--- config.mk ---
export PLATFORM = sky130hd
export DESIGN_NAME = uart_tx_core
export DESIGN_NICKNAME = d
export VERILOG_FILES = /design/src/rtl/uart_tx_core.sv
export SDC_FILE = /design/constraint.sdc
export NUM_CORES = 1
export LEC_CHECK = 0
export BUFFER_PORTS_ARGS = -buffer_cell sky130_fd_sc_hd__buf_2
export CORE_MARGIN = 2
export CORE_UTILIZATION = 52
export CTS_CLUSTER_DIAMETER = 50
export DETAILED_ROUTE_END_ITERATION = 10
export PLACE_DENSITY = 0.75
export SLEW_MARGIN = 30
export SYNTH_ARGS = -nofsm -noshare
export SYNTH_HDL_FRONTEND = slang
export SYNTH_SLANG_ARGS = --single-unit
--- constraint.sdc ---
create_clock -name pclk -period 2.4 [get_ports pclk]
set_input_delay 0.12 -clock pclk [delete_from_list [all_inputs] [get_ports pclk]]
set_output_delay 0.12 -clock pclk [all_outputs]
set_load 0.05 [all_outputs]
--- src/rtl/uart_tx_core.sv ---
// ============================================================================
//  Module      : uart_tx_core
//  Description : UART transmit engine, one frame per start_tx rising edge,
//                5-8 data bits, optional even/odd parity, 1 or 2 stop bits.
//  Revision    : 1.0  initial release
// ============================================================================
`default_nettype none

module uart_tx_core #(
    parameter int CLKS_PER_BIT = 868
) (
    input  logic       pclk,
    input  logic       presetn,
    input  logic [7:0] tx_data_i,
    input  logic       start_tx_i,
    input  logic [4:0] cfg_i,
    output logic       tx_o,
    output logic       tx_busy_o,
    output logic       tx_done_o
);

    localparam int               CNT_W     = (CLKS_PER_BIT > 1) ? $clog2(CLKS_PER_BIT) : 1;
    localparam logic [CNT_W-1:0] BAUD_LAST = CNT_W'(CLKS_PER_BIT - 1);

    if (CLKS_PER_BIT < 2) begin : g_bad_clks_per_bit
        $error("uart_tx_core: CLKS_PER_BIT must be at least 2");
    end

    typedef enum logic [2:0] {
        ST_IDLE   = 3'd0,
        ST_START  = 3'd1,
        ST_DATA   = 3'd2,
        ST_PARITY = 3'd3,
        ST_STOP   = 3'd4
    } state_t;

    state_t           state_q, state_d;
    logic             start_q;
    logic [CNT_W-1:0] baud_cnt_q, baud_cnt_d;
    logic [2:0]       bit_cnt_q, bit_cnt_d;
    logic [7:0]       shift_q, shift_d;
    logic [4:0]       cfg_q, cfg_d;
    logic             parity_q, parity_d;
    logic             tx_q, tx_d;
    logic             busy_q, busy_d;
    logic             done_q, done_d;

    logic             start_rise;
    logic             bit_end;
    logic [2:0]       last_data_bit;

    // Parity over the configured data width only; bits above N-1 are masked.
    function automatic logic frame_parity(input logic [7:0] data, input logic [4:0] cfg);
        logic [7:0] mask;
        mask = 8'hFF >> (2'd3 - cfg[1:0]);
        return (^(data & mask)) ^ cfg[4];
    endfunction

    assign start_rise    = start_tx_i & ~start_q;
    assign bit_end       = (baud_cnt_q == BAUD_LAST);
    assign last_data_bit = {1'b0, cfg_q[1:0]} + 3'd4;

    always_ff @(posedge pclk or negedge presetn) begin
        if (!presetn) begin
            state_q    <= ST_IDLE;
            start_q    <= 1'b0;
            baud_cnt_q <= '0;
            bit_cnt_q  <= '0;
            shift_q    <= '0;
            cfg_q      <= '0;
            parity_q   <= 1'b0;
            tx_q       <= 1'b1;
            busy_q     <= 1'b0;
            done_q     <= 1'b0;
        end else begin
            state_q    <= state_d;
            start_q    <= start_tx_i;
            baud_cnt_q <= baud_cnt_d;
            bit_cnt_q  <= bit_cnt_d;
            shift_q    <= shift_d;
            cfg_q      <= cfg_d;
            parity_q   <= parity_d;
            tx_q       <= tx_d;
            busy_q     <= busy_d;
            done_q     <= done_d;
        end
    end

    always_comb begin
        state_d    = state_q;
        baud_cnt_d = baud_cnt_q;
        bit_cnt_d  = bit_cnt_q;
        shift_d    = shift_q;
        cfg_d      = cfg_q;
        parity_d   = parity_q;
        done_d     = 1'b0;

        if (state_q != ST_IDLE) begin
            baud_cnt_d = bit_end ? '0 : baud_cnt_q + 1'b1;
        end

        case (state_q)
            ST_IDLE: begin
                if (start_rise) begin
                    shift_d    = tx_data_i;
                    cfg_d      = cfg_i;
                    parity_d   = frame_parity(tx_data_i, cfg_i);
                    bit_cnt_d  = '0;
                    baud_cnt_d = '0;
                    state_d    = ST_START;
                end
            end
            ST_START: begin
                if (bit_end) begin
                    bit_cnt_d = '0;
                    state_d   = ST_DATA;
                end
            end
            ST_DATA: begin
                if (bit_end) begin
                    shift_d = shift_q >> 1;
                    if (bit_cnt_q == last_data_bit) begin
                        bit_cnt_d = '0;
                        state_d   = cfg_q[3] ? ST_PARITY : ST_STOP;
                    end else begin
                        bit_cnt_d = bit_cnt_q + 3'd1;
                    end
                end
            end
            ST_PARITY: begin
                if (bit_end) begin
                    bit_cnt_d = '0;
                    state_d   = ST_STOP;
                end
            end
            ST_STOP: begin
                if (bit_end) begin
                    if (cfg_q[2] && (bit_cnt_q == 3'd0)) begin
                        bit_cnt_d = 3'd1;
                    end else begin
                        bit_cnt_d = '0;
                        done_d    = 1'b1;
                        state_d   = ST_IDLE;
                    end
                end
            end
            default: begin
                state_d = ST_IDLE;
            end
        endcase
    end

    // Outputs are registered, so they are derived from the next-state values.
    always_comb begin
        tx_d = 1'b1;
        case (state_d)
            ST_IDLE:   tx_d = 1'b1;
            ST_START:  tx_d = 1'b0;
            ST_DATA:   tx_d = shift_d[0];
            ST_PARITY: tx_d = parity_d;
            ST_STOP:   tx_d = 1'b1;
            default:   tx_d = 1'b1;
        endcase
        busy_d = (state_d != ST_IDLE);
    end

    assign tx_o      = tx_q;
    assign tx_busy_o = busy_q;
    assign tx_done_o = done_q;

endmodule

`default_nettype wire

Word-level counts from Yosys, hierarchy flattened
Index checks and enable logic that the tools add are counted.
{"block": "word_totals", "register_bits": 33, "in_bits": 16, "output_inout_bits": 3, "elab_cells": 74}
{"block": "op_classes", "addsub": 4, "eq_ne": 13, "shift": 1, "mux": 29, "n_bitwise": 4, "n_reduce_logical": 12}
{"cell": "two-way mux 10 bit", "count": 4}
{"cell": "two-way mux 3 bit", "count": 13}
{"cell": "two-way mux 8 bit", "count": 2}
{"cell": "one-hot mux 8 bit (2 select lines)", "count": 1}
{"cell": "one-hot mux 3 bit (5 select lines)", "count": 1}
{"cell": "== test 3 x 2 -> 1 bit (second input constant)", "count": 4}
{"cell": "one-hot mux 3 bit (4 select lines)", "count": 1}
{"cell": "adder 10 x 1 -> 10 bit (second input constant)", "count": 1}
{"cell": "== test 10 bit (second input constant)", "count": 1}
{"cell": "bitwise AND 8 bit", "count": 1}
{"cell": "XOR reduction 8 bit", "count": 1}
{"cell": ">> shifter 8 x 2 -> 8 bit (first input constant)", "count": 1}
{"cell": "== test 3 x 1 -> 1 bit (second input constant)", "count": 2}
{"cell": "zero test 3 bit", "count": 2}
{"cell": "two-way mux 1 bit", "count": 6}
{"cell": "!= test 2 bit (second input constant)", "count": 3}
{"cell": "nonzero test 3 bit", "count": 2}
{"cell": "AND reduction 5 bit", "count": 1}
{"cell": "nonzero test 4 bit", "count": 1}
{"cell": "adder 2 x 3 -> 3 bit (second input constant)", "count": 1}
{"cell": "adder 3 x 1 -> 3 bit (second input constant)", "count": 1}
{"cell": "== test 3 bit", "count": 1}
{"cell": "== test 3 bit (second input constant)", "count": 1}
{"cell": "one-hot mux 1 bit (3 select lines)", "count": 1}
{"cell": "other kinds (10)", "count": 10}

Depth between registers and ports, before layout
Gate-level depths: netlist of the first run.
{"block": "logic_depth", "ltp_word": 8, "mapped_depth": 8, "mapped_depth_nobuf": 6}

Worst setup path before layout of the first run
No wires, ideal clock.
{"block": "synth_timing", "path_kind": "register -> register", "from": "register baud_cnt_q[0]", "to": "register busy_q, in the netlist tx_busy_o", "setup_time_ns": 0.139, "arrival_ns": 2.295, "t_required_ns": 2.261, "slack_ns": -0.034, "path_stages_with_launch": 8, "path_buffers": 2, "path_cell_list": "dfrtp_1 > ha_1 > or3b_1 > buf_2 > or3_1 > buf_2 > a311o_1 > or4b_1"}
{"block": "synth_via", "elab_chain_len": 4}
{"element": "from (decl)", "line_no": "39", "source": "logic [CNT_W-1:0] baud_cnt_q, baud_cnt_d;"}
{"element": "from (signal assigned)", "line_no": "78", "source": "baud_cnt_q <= baud_cnt_d;"}
{"element": "== test 10 bit *", "line_no": "60", "source": "assign bit_end = (baud_cnt_q == BAUD_LAST);"}
{"element": "two-way mux 3 bit, on equally long branches"}
{"element": "one-hot mux 3 bit (5 select lines) *", "line_no": "102", "source": "case (state_q)"}
{"element": "named net state_d[1]", "line_no": "37", "source": "state_t state_q, state_d;"}
{"element": "nonzero test 3 bit *", "line_no": "164", "source": "busy_d = (state_d != ST_IDLE);"}
{"element": "named net busy_d", "line_no": "45", "source": "logic busy_q, busy_d;"}
{"element": "to (signal assigned)", "line_no": "84", "source": "busy_q <= busy_d;"}
{"element": "to (decl)", "line_no": "45"}
The timed path passes the listed nets; every way through them passes the cells marked *.
A chain may end at the register's enable or synchronous reset.

Worst setup path after layout of the first run
Same ends and word-level chain as after synthesis.

==> flow_summary_export.csv, run 1 <==
group,metric,value,unit
run_status,outcome,"finished, final reports clean",
place,place_area,1880,um^2
run,cap_viol_max_count,0,
clocking,cts_tree,"done",
synthesis,yosysWarnings,0,
sta,rsz0062_at_grt,"false",
pwr,ir_worst_vdd,0.358,mV
final_layout,instances_no_fill,250,
sta,period_minus_slack,2280,ps
pwr,p_sw_frac,0.241,
synthesis,synth_top_cell_by_area,"dfrtp_1",
drt,drt_pass1_iterations,4,
critical_path,worstPathMaxFanout,5,
place,post-dp-hpwl,2.51,mm
final_layout,area_delta_synth_final,14.8,%
critical_path,crit_path_start_kind,"flop",
floorplan,pin_count,19,
pwr,p_seq_frac,0.608,
grt,grtUsageMet3,0.0651,
synthesis,yosysTopAreaCellShare,0.467,
pwr,combPwrFrac,0.088,
grt,grt_pass1_vias,1289,
drt,wire_per_inst,13.8,um
sta,max_slew.worst_pin.slew,721,ps
clocking,clk_latency,330,ps
final_layout,finish.utilization,0.634,
pwr,finalPower,955,uW
synthesis,synthCells,177,
critical_path,endpoint_kind,"flop",
grt,antenna_found_initial,0,
final_layout,nets,224,
synthesis,synth-edff-count,0,
floorplan,initial_core_util,0.552,
synthesis,synth_flop_cell,"dfrtp_1",
synthesis,syn_area_per_cell,9.68,um^2
sta,tns,0,ps
grt,grt_max_degree,34,
grt,grt_use_met2,0.337,
place,port_buffers,18,
grt,grt_first_pass_wirelength,5.78,mm
final_layout,layout_commonest_cell,"dfrtp_1",
clocking,cts_buffer_depth,2,
sta,slew_headroom,0.520,
pwr,p_switching,230,uW
drt,routed_wl,3.46,mm
synthesis,syn-num-nets,196,
sta,fin_worst_skew,5.94,ps
floorplan,chipHeight,61.4,um
drt,num_vias,1448,
synthesis,async_reset_ff_frac,1.00,
synthesis,ys_ff_latch,33,
clocking,clkSlewWorstSetupHoldPaths,100,ps
final_layout,final_area,1970,um^2
final_layout,antenna_cells,0,
floorplan,placementRows,20,
grt,grt-busiest-layer,"met2",
place,dp_cells,239,
critical_path,cp.arrival,2490,ps
grt,global_route.usage.total,0.211,
clocking,cts_buffers,5,
grt,gr-usage-met1,0.279,
sta,fmax,438,MHz
pwr,clock_power_share,0.304,
synthesis,yosysUniqueCellTypes,40,
sta,fin_crit_sh,0.951,
place,gp_congestion,0.912,
pwr,internal-power,725,uW
clocking,cts_setup_buffers,0,
drt,viasPerCell,5.79,
pwr,power_density,485,nW/um^2
clocking,root_buffer,"clkbuf_4",
synthesis,yosysSeqAreaShare,0.482,
grt,overflow,0,
clocking,cts_sinks,33,
sta,setup_viol,0,
clocking,h-tree-depth,2,
synthesis,synthTopCellsByArea,"dfrtp_1, xnor2_1, nand2_1, o21ai_0, mux2_2",
synthesis,synth.cell_area,1710,um^2
floorplan,die_area,3770,um^2
pwr,p_leak,0.855,nW
drt,dr.first_iter.drc_count,62,
drt,drc,0,
hold_path,min_path_type,"primary input to flop",
final_layout,drive_gt1_frac,0.214,
critical_path,cp.required,2610,ps
floorplan,core-area,3100,um^2
final_layout,final_cell_mix,"dfrtp_1, nand2_1, buf_2",
drt,ant_nets,0,
sta,slew_violations,0,
floorplan,die_w,61.4,um
sta,finalHoldViolations,0,
critical_path,worst-setup-path-type,"flop to flop",
-- registers in the layout, indices dropped and copies added, names as in the netlist --
register    cells
state_q         3
shift_q         8
tx_o            1
tx_busy_o       1
tx_done_o       1
start_q         1
baud_cnt_q     10
parity_q        1
bit_cnt_q       3
cfg_q           4
-- path summary, 6_finish.rpt --
check	to	from	slack, ps	depth (start not counted)
setup / recovery	tx_busy_o	baud_cnt_q[0]	120	5
hold / removal	cfg_q[2]	cfg_i[2]	20	2
setup reg to reg	tx_busy_o	baud_cnt_q[0]	120	5
hold reg to reg	shift_q[3]	shift_q[3]	490	2
max in group asynchronous	baud_cnt_q[3]	presetn	1570	2
min in group asynchronous	baud_cnt_q[8]	presetn	370	2
-- cells by family (layout without fill, tap and decap cells) --
kind of cell / after synthesis / after routing / share of synthesized area
simple gates: 71 / 71 / 0.214
compound gates: 39 / 39 / 0.153
flops: 33 / 33 / 0.482
xor+xnor: 13 / 13 / 0.0664
buf+inv: 13 / 42 / 0.0299
mux: 5 / 5 / 0.0328
fa+ha+maj: 3 / 3 / 0.0219
-- worst max-delay path, stage by stage, from the launching register on --
cell and delay (ps):
dfrtp_1 410, ha_2 210, or3b_1 370, or3_4 370, a311o_1 330, or4b_1 470
-- cell type report --
cell class	count	area, um^2
clock inverter	2	10.0
fill	268	1130
timing repair buffer	27	165
tap	44	55.1
inverter	7	26.3
multi-input combinational	131	843
sequential	33	827
clock buffer	6	41.3
-- what timing repair did --
item	in CTS	in global routing
hold buffers	2	1
gates resized for setup	0	1
endpoints found under the hold margin	33	1
endpoints found under the setup margin	0	1
-- stage by stage --
step                      hold slack [ps]  setup WS (ps)
after floorplan                      -176           46.7
after global placement                204            148
after detailed placement              216           91.2
after CTS                            1.95           79.7
after global routing                 12.3           31.5
final                                15.4            117
-- layer usage --
layer	share of wire	wire length, um	vias up
met1	0.44	1510	690
met2	0.47	1640	62
li1	-	-	690
met5	0	0	-
met4	0.014	50	0
met3	0.074	257	6
-- power by group through the flow --
| stage | sequential (mW) | clock [mW] | combinational [mW] |
|---|---|---|---|
| 5_1_grt | 0.583 | 0.323 | 0.0962 |
| 3_5_place_dp | 0.591 | 0 | 0.0818 |
| 6_report | 0.581 | 0.290 | 0.0843 |
| 2_1_floorplan | 0.589 | 0 | 0.0491 |
| 4_1_cts | 0.581 | 0.299 | 0.0843 |
| 3_3_place_gp | 0.591 | 0 | 0.0791 |
-- synth_stat cells, types with 3 or more instances --
cell type / number
dfrtp_1: 32
nand2_1: 29
ha_1: 3
mux2_2: 5
o31ai_1: 6
nand2b_1: 3
a31oi_1: 4
inv_1: 7
o21ai_0: 13
and3_1: 3
nor2_1: 8
a22oi_1: 7
nor3_1: 5
clkbuf_1: 4
xnor2_1: 13
nand3_1: 6
(Power assumes the default switching activity.)
==> inputs of run 2 (changes only) <==
--- a/config.mk
+++ b/config.mk
@@ -6,7 +6,7 @@
 export NUM_CORES = 1
 export LEC_CHECK = 0
 export BUFFER_PORTS_ARGS = -buffer_cell sky130_fd_sc_hd__buf_2
-export CORE_MARGIN = 2
+export CORE_MARGIN = 10
 export CORE_UTILIZATION = 52
 export CTS_CLUSTER_DIAMETER = 50
 export DETAILED_ROUTE_END_ITERATION = 10
==> run 2 against run 1 <==
Register-to-register slack is essentially flat. Sequential share of layout area shrank 0.45 points. Design area grew 1.1%. Worst setup slack lost 14 ps. Die area grew 59%. Largest power group unchanged. Via count shrank 3.3%. First-iteration DRC count shrank 13%. Largest cell class unchanged.
==> flow_summary_export.csv, run 2 (synthesized netlist as in run 1, its figures left out) <==
group,metric,value,unit
clocking,cts_tree,"done",
critical_path,cp.arrival,2510,ps
sta,fin_crit_sh,0.957,
final_layout,nFillCells,277,
floorplan,initial_core_util,0.552,
clocking,cts_buffer_depth,2,
grt,grt_first_pass_wirelength,6.05,mm
floorplan,die_area,5990,um^2
critical_path,path_buf_inv,0,
grt,overflow,0,
sta,max_slew.worst_pin.slew,708,ps
final_layout,area_delta_synth_final,16.1,%
final_layout,final_area,1990,um^2
pwr,p_seq_frac,0.573,
final_layout,drive_gt1_frac,0.228,
critical_path,worst-setup-path-type,"flop to flop",
critical_path,critPathMaxStageDelay,480,ps
grt,grt_pass1_vias,1404,
clocking,root_buffer,"clkbuf_4",
drt,dr.first_iter.drc_count,54,
final_layout,top_register,"baud_cnt_q",
drt,num_vias,1400,
floorplan,chipHeight,77.4,um
pwr,p_switching,232,uW
place,gp_congestion,0.852,
floorplan,pin_count,19,
run,cap_viol_max_count,0,
pwr,p_sw_frac,0.229,
clocking,cts_buffers,5,
run_status,outcome,"finished, final reports clean",
critical_path,worstPathMaxFanout,5,
place,dp_cells,239,
critical_path,cpMaxStageDelayCell,"or4b_1",
grt,grt_max_degree,34,
critical_path,cp.required,2610,ps
final_layout,largest_reg_flops,10,
critical_path,crit_path_start_kind,"flop",
sta,slew_violations,0,
sta,holdWs,8.25,ps
drt,ant_nets,0,
drt,drc,0,
critical_path,endpoint_kind,"flop",
hold_path,min_path_type,"primary input to flop",
final_layout,nets,224,
clocking,h-tree-depth,2,
sta,tns,0,ps
grt,global_route.usage.total,0.121,
critical_path,path_delay_family,"simple AND/OR/NAND/NOR gates",
pwr,combPwrFrac,0.082,
drt,drt_pass1_iterations,4,
grt,antenna_found_initial,0,
clocking,clkSlewWorstSetupHoldPaths,90,ps
sta,finalHoldViolations,0,
pwr,clock_power_share,0.345,
final_layout,layout_commonest_cell,"dfrtp_1",
floorplan,placementRows,20,
final_layout,reg.largest.list,"baud_cnt_q x10, shift_q x8, cfg_q x4",
drt,wire_per_inst,14.2,um
pwr,power_density,510,nW/um^2
sta,rsz0062_at_grt,"false",
sta,fin_worst_skew,10.4,ps
final_layout,final_cell_mix,"dfrtp_1, nand2_1, buf_2",
final_layout,instances_no_fill,250,
drt,viasPerCell,5.60,
pwr,ir_worst_vdd,0.322,mV
sta,slew_headroom,0.528,
sta,fmax,435,MHz
place,port_buffers,18,
clocking,cts_sinks,33,
drt,routed_wl,3.56,mm
final_layout,antenna_cells,0,
floorplan,die_w,77.4,um
sta,period_minus_slack,2300,ps
place,post-dp-hpwl,2.68,mm
critical_path,path_cells,"ha_2 > or3b_1 > or3_4 > a311o_1 > or4b_1",
floorplan,core-area,3100,um^2
place,place_area,1880,um^2
clocking,clk_latency,340,ps
sta,setup_viol,0,
pwr,p_leak,0.866,nW
pwr,internal-power,782,uW
==> run 2: through the flow <==
step	power (mW)	utilization	worst slack [ps]
after detailed placement	0.674	0.606	74.8
final	1.01	0.641	103
after global placement	0.670	0.606	149
after floorplan	0.638	-	46.7
after global routing	1.06	0.641	29.7
after CTS	1.03	0.635	72.3
==> run 2: cell type report <==
class,instances,area (um^2),area share
well taps,44,55.1,0.0277
multi-input cells,131,848,0.426
flip-flops and latches,33,827,0.416
inverters,7,26.3,0.0132
repair buffers,27,163,0.0818
clock buffers,7,65.1,0.0327
clock inverters,1,5.00,0.00252
==> run 2: per-layer routing <==
metal	up-vias	GRT usage	part of all wire
met5	-	0	0
met4	0	0.0620	0.013
met3	5	0.0357	0.053
met2	34	0.197	0.48
met1	673	0.141	0.45
li1	688	-	-
==> run 2: power by group through the flow <==
| stage | sequential, mW | combinational [mW] | clock (mW) |
|---|---|---|---|
| floorplan | 0.589 | 0.0491 | 0 |
| global placement | 0.591 | 0.0790 | 0 |
| detailed placement | 0.592 | 0.0826 | 0 |
| CTS | 0.581 | 0.0852 | 0.360 |
| global route | 0.583 | 0.0951 | 0.382 |
| finish | 0.581 | 0.0835 | 0.350 |
==> run 2: final timing paths <==
path / from / endpoint / slack (ps) / cells past startpoint
setup / recovery: baud_cnt_q[0] / tx_busy_o / 100 / 5
hold reg to reg: shift_q[0] / shift_q[0] / 480 / 2
setup reg to reg: baud_cnt_q[0] / tx_busy_o / 100 / 5
min in group asynchronous: presetn / baud_cnt_q[9] / 350 / 2
max in group asynchronous: presetn / shift_q[1] / 1590 / 2
hold / removal: cfg_i[3] / cfg_q[3] / 8 / 2
==> run 2: timing repair <==
action                     CTS  global route
setup endpoints to repair    0             1
hold buffers                 2             0
gates resized for setup      0             2
hold endpoints to repair    33             0
buffers inserted             0             1
==> inputs of run 3 (changes only) <==
--- a/config.mk
+++ b/config.mk
@@ -10,7 +10,9 @@
 export CORE_UTILIZATION = 52
 export CTS_CLUSTER_DIAMETER = 50
 export DETAILED_ROUTE_END_ITERATION = 10
+export GPL_TIMING_DRIVEN = 1
 export PLACE_DENSITY = 0.75
+export RECOVER_POWER = 25
 export SLEW_MARGIN = 30
 export SYNTH_ARGS = -nofsm -noshare
 export SYNTH_HDL_FRONTEND = slang
==> run 3 against run 2 <==
The flow now finishes with violations (max-capacitance violations, max-slew violations). Clock skew decreased by 1.7 ps. Core utilization fell by 0.081 points. Maximum frequency about the same. Critical path depth is the same. Via count barely moved. Clock-buffer cell count is the same. Critical path type unchanged. Critical endpoint unchanged. Largest power group unchanged.
==> flow_summary_export.csv, run 3 (synthesized netlist as in run 1, its figures left out) <==
group,metric,value,unit
clocking,cts_tree,"done",
critical_path,critPathMaxStageDelay,480,ps
drt,wire_per_inst,14.2,um
final_layout,antenna_cells,0,
final_layout,largest_reg_flops,10,
sta,finalHoldViolations,0,
sta,rsz0062_at_grt,"false",
critical_path,cp.arrival,2510,ps
hold_path,min_path_type,"primary input to flop",
drt,drc,0,
clocking,cts_buffer_depth,2,
run_status,outcome,"complete, but fails checks",
place,post-dp-hpwl,2.68,mm
floorplan,die_area,5990,um^2
clocking,clkSlewWorstSetupHoldPaths,90,ps
drt,drt_pass1_iterations,4,
sta,fin_crit_sh,0.957,
drt,ant_nets,0,
clocking,clk_latency,340,ps
final_layout,drive_gt1_frac,0.218,
final_layout,layout_commonest_cell,"dfrtp_1",
grt,grt_max_degree,34,
floorplan,die_w,77.4,um
grt,global_route.usage.total,0.121,
floorplan,pin_count,19,
sta,holdWs,8.09,ps
sta,fmax,435,MHz
sta,period_minus_slack,2300,ps
place,gp_congestion,0.852,
final_layout,reg.largest.list,"baud_cnt_q x10, shift_q x8, cfg_q x4",
critical_path,cp.required,2610,ps
final_layout,final_cell_mix,"dfrtp_1, nand2_1, buf_2",
final_layout,nets,224,
run_status,violations,"max-capacitance violations, max-slew violations",
place,place_area,1880,um^2
critical_path,worst-setup-path-type,"flop to flop",
grt,grt_pass1_vias,1404,
drt,dr.first_iter.drc_count,54,
critical_path,cpMaxStageDelayCell,"or4b_1",
clocking,root_buffer,"clkbuf_4",
grt,grt_first_pass_wirelength,6.05,mm
sta,max_slew.worst_pin.slew,1680,ps
clocking,cts_sinks,33,
place,port_buffers,18,
critical_path,path_cells,"ha_2 > or3b_1 > or3_4 > a311o_1 > or4b_1",
sta,slew_violations,34,
critical_path,crit_path_start_kind,"flop",
clocking,h-tree-depth,2,
floorplan,core-area,3100,um^2
sta,tns,0,ps
final_layout,top_register,"baud_cnt_q",
critical_path,endpoint_kind,"flop",
drt,num_vias,1401,
sta,fin_worst_skew,8.73,ps
final_layout,area_delta_synth_final,15.9,%
place,dp_cells,239,
run,cap_viol_max_count,1,
grt,overflow,0,
pwr,power_density,510,nW/um^2
floorplan,initial_core_util,0.552,
sta,slew_headroom,-0.122,
clocking,cts_buffers,5,
final_layout,instances_no_fill,250,
pwr,p_leak,0.860,nW
floorplan,placementRows,20,
critical_path,worstPathMaxFanout,5,
final_layout,finish.utilization,0.640,
pwr,ir_worst_vdd,0.321,mV
final_layout,final_area,1990,um^2
grt,antenna_found_initial,0,
drt,viasPerCell,5.60,
floorplan,chipHeight,77.4,um
sta,setup_viol,0,
drt,routed_wl,3.55,mm
-- run 3: cell count changes in the layout (fill, tap and decap cells not counted) --
cell      previous run  this run
buf_2               18        16
clkbuf_1             0         2
-- run 3: repair_timing --
item | 4_1_cts | 5_1_grt
setup endpoints to repair | 0 | 1
hold buffers | 2 | 0
hold endpoints to repair | 33 | 0
buffers inserted | 0 | 1
gates resized for setup | 0 | 2
-- run 3: per-layer routing --
metal | track usage | vias up | share of wire
met1 | 0.141 | 669 | 0.45
li1 | - | 688 | -
met2 | 0.197 | 39 | 0.48
met5 | 0 | - | 0
met4 | 0.0620 | 0 | 0.014
met3 | 0.0357 | 5 | 0.057
-- run 3: power by group --
group	internal (mW)	switching, mW	leakage, nW	total [mW]
logic	0.0408	0.0422	0.414	0.0830
registers	0.571	0.00957	0.405	0.581
clock network	0.170	0.179	0.0413	0.349
total	0.782	0.231	0.860	1.01
-- run 3: layout make-up --
cell class / instances / area (um^2)
clock buffer: 7 / 65.1
tap: 44 / 55.1
fill: 278 / 1120
timing repair buffer: 27 / 160
inverter: 7 / 26.3
multi-input combinational: 131 / 848
clock inverter: 1 / 5.00
sequential: 33 / 827
-- run 3: path summary, 6_finish.rpt --
path | cells past startpoint | end | slack, ps | from
worst max-delay path | 5 | tx_busy_o | 100 | baud_cnt_q[0]
worst max register to register | 5 | tx_busy_o | 100 | baud_cnt_q[0]
worst min-delay path | 2 | cfg_q[3] | 8 | cfg_i[3]
worst min register to register | 2 | shift_q[0] | 480 | shift_q[0]
min in group asynchronous | 2 | baud_cnt_q[8] | 740 | presetn
max in group asynchronous | 2 | shift_q[1] | 680 | presetn
-- run 3: stage by stage --
step	setup WS, ps	total power [mW]
6_report	103	1.01
5_1_grt	29.7	1.06
4_1_cts	72.3	1.03
3_5_place_dp	74.8	0.674
3_3_place_gp	149	0.670
2_1_floorplan	46.7	0.638
-- run 3: critical path, delay by kind of cell (launching register included) --
kind | cells | cell delay, ps
DFF | 1 | 410
AOI/OAI and AO/OA | 1 | 330
and+or+nand+nor | 3 | 1220
adders and majority gates | 1 | 210
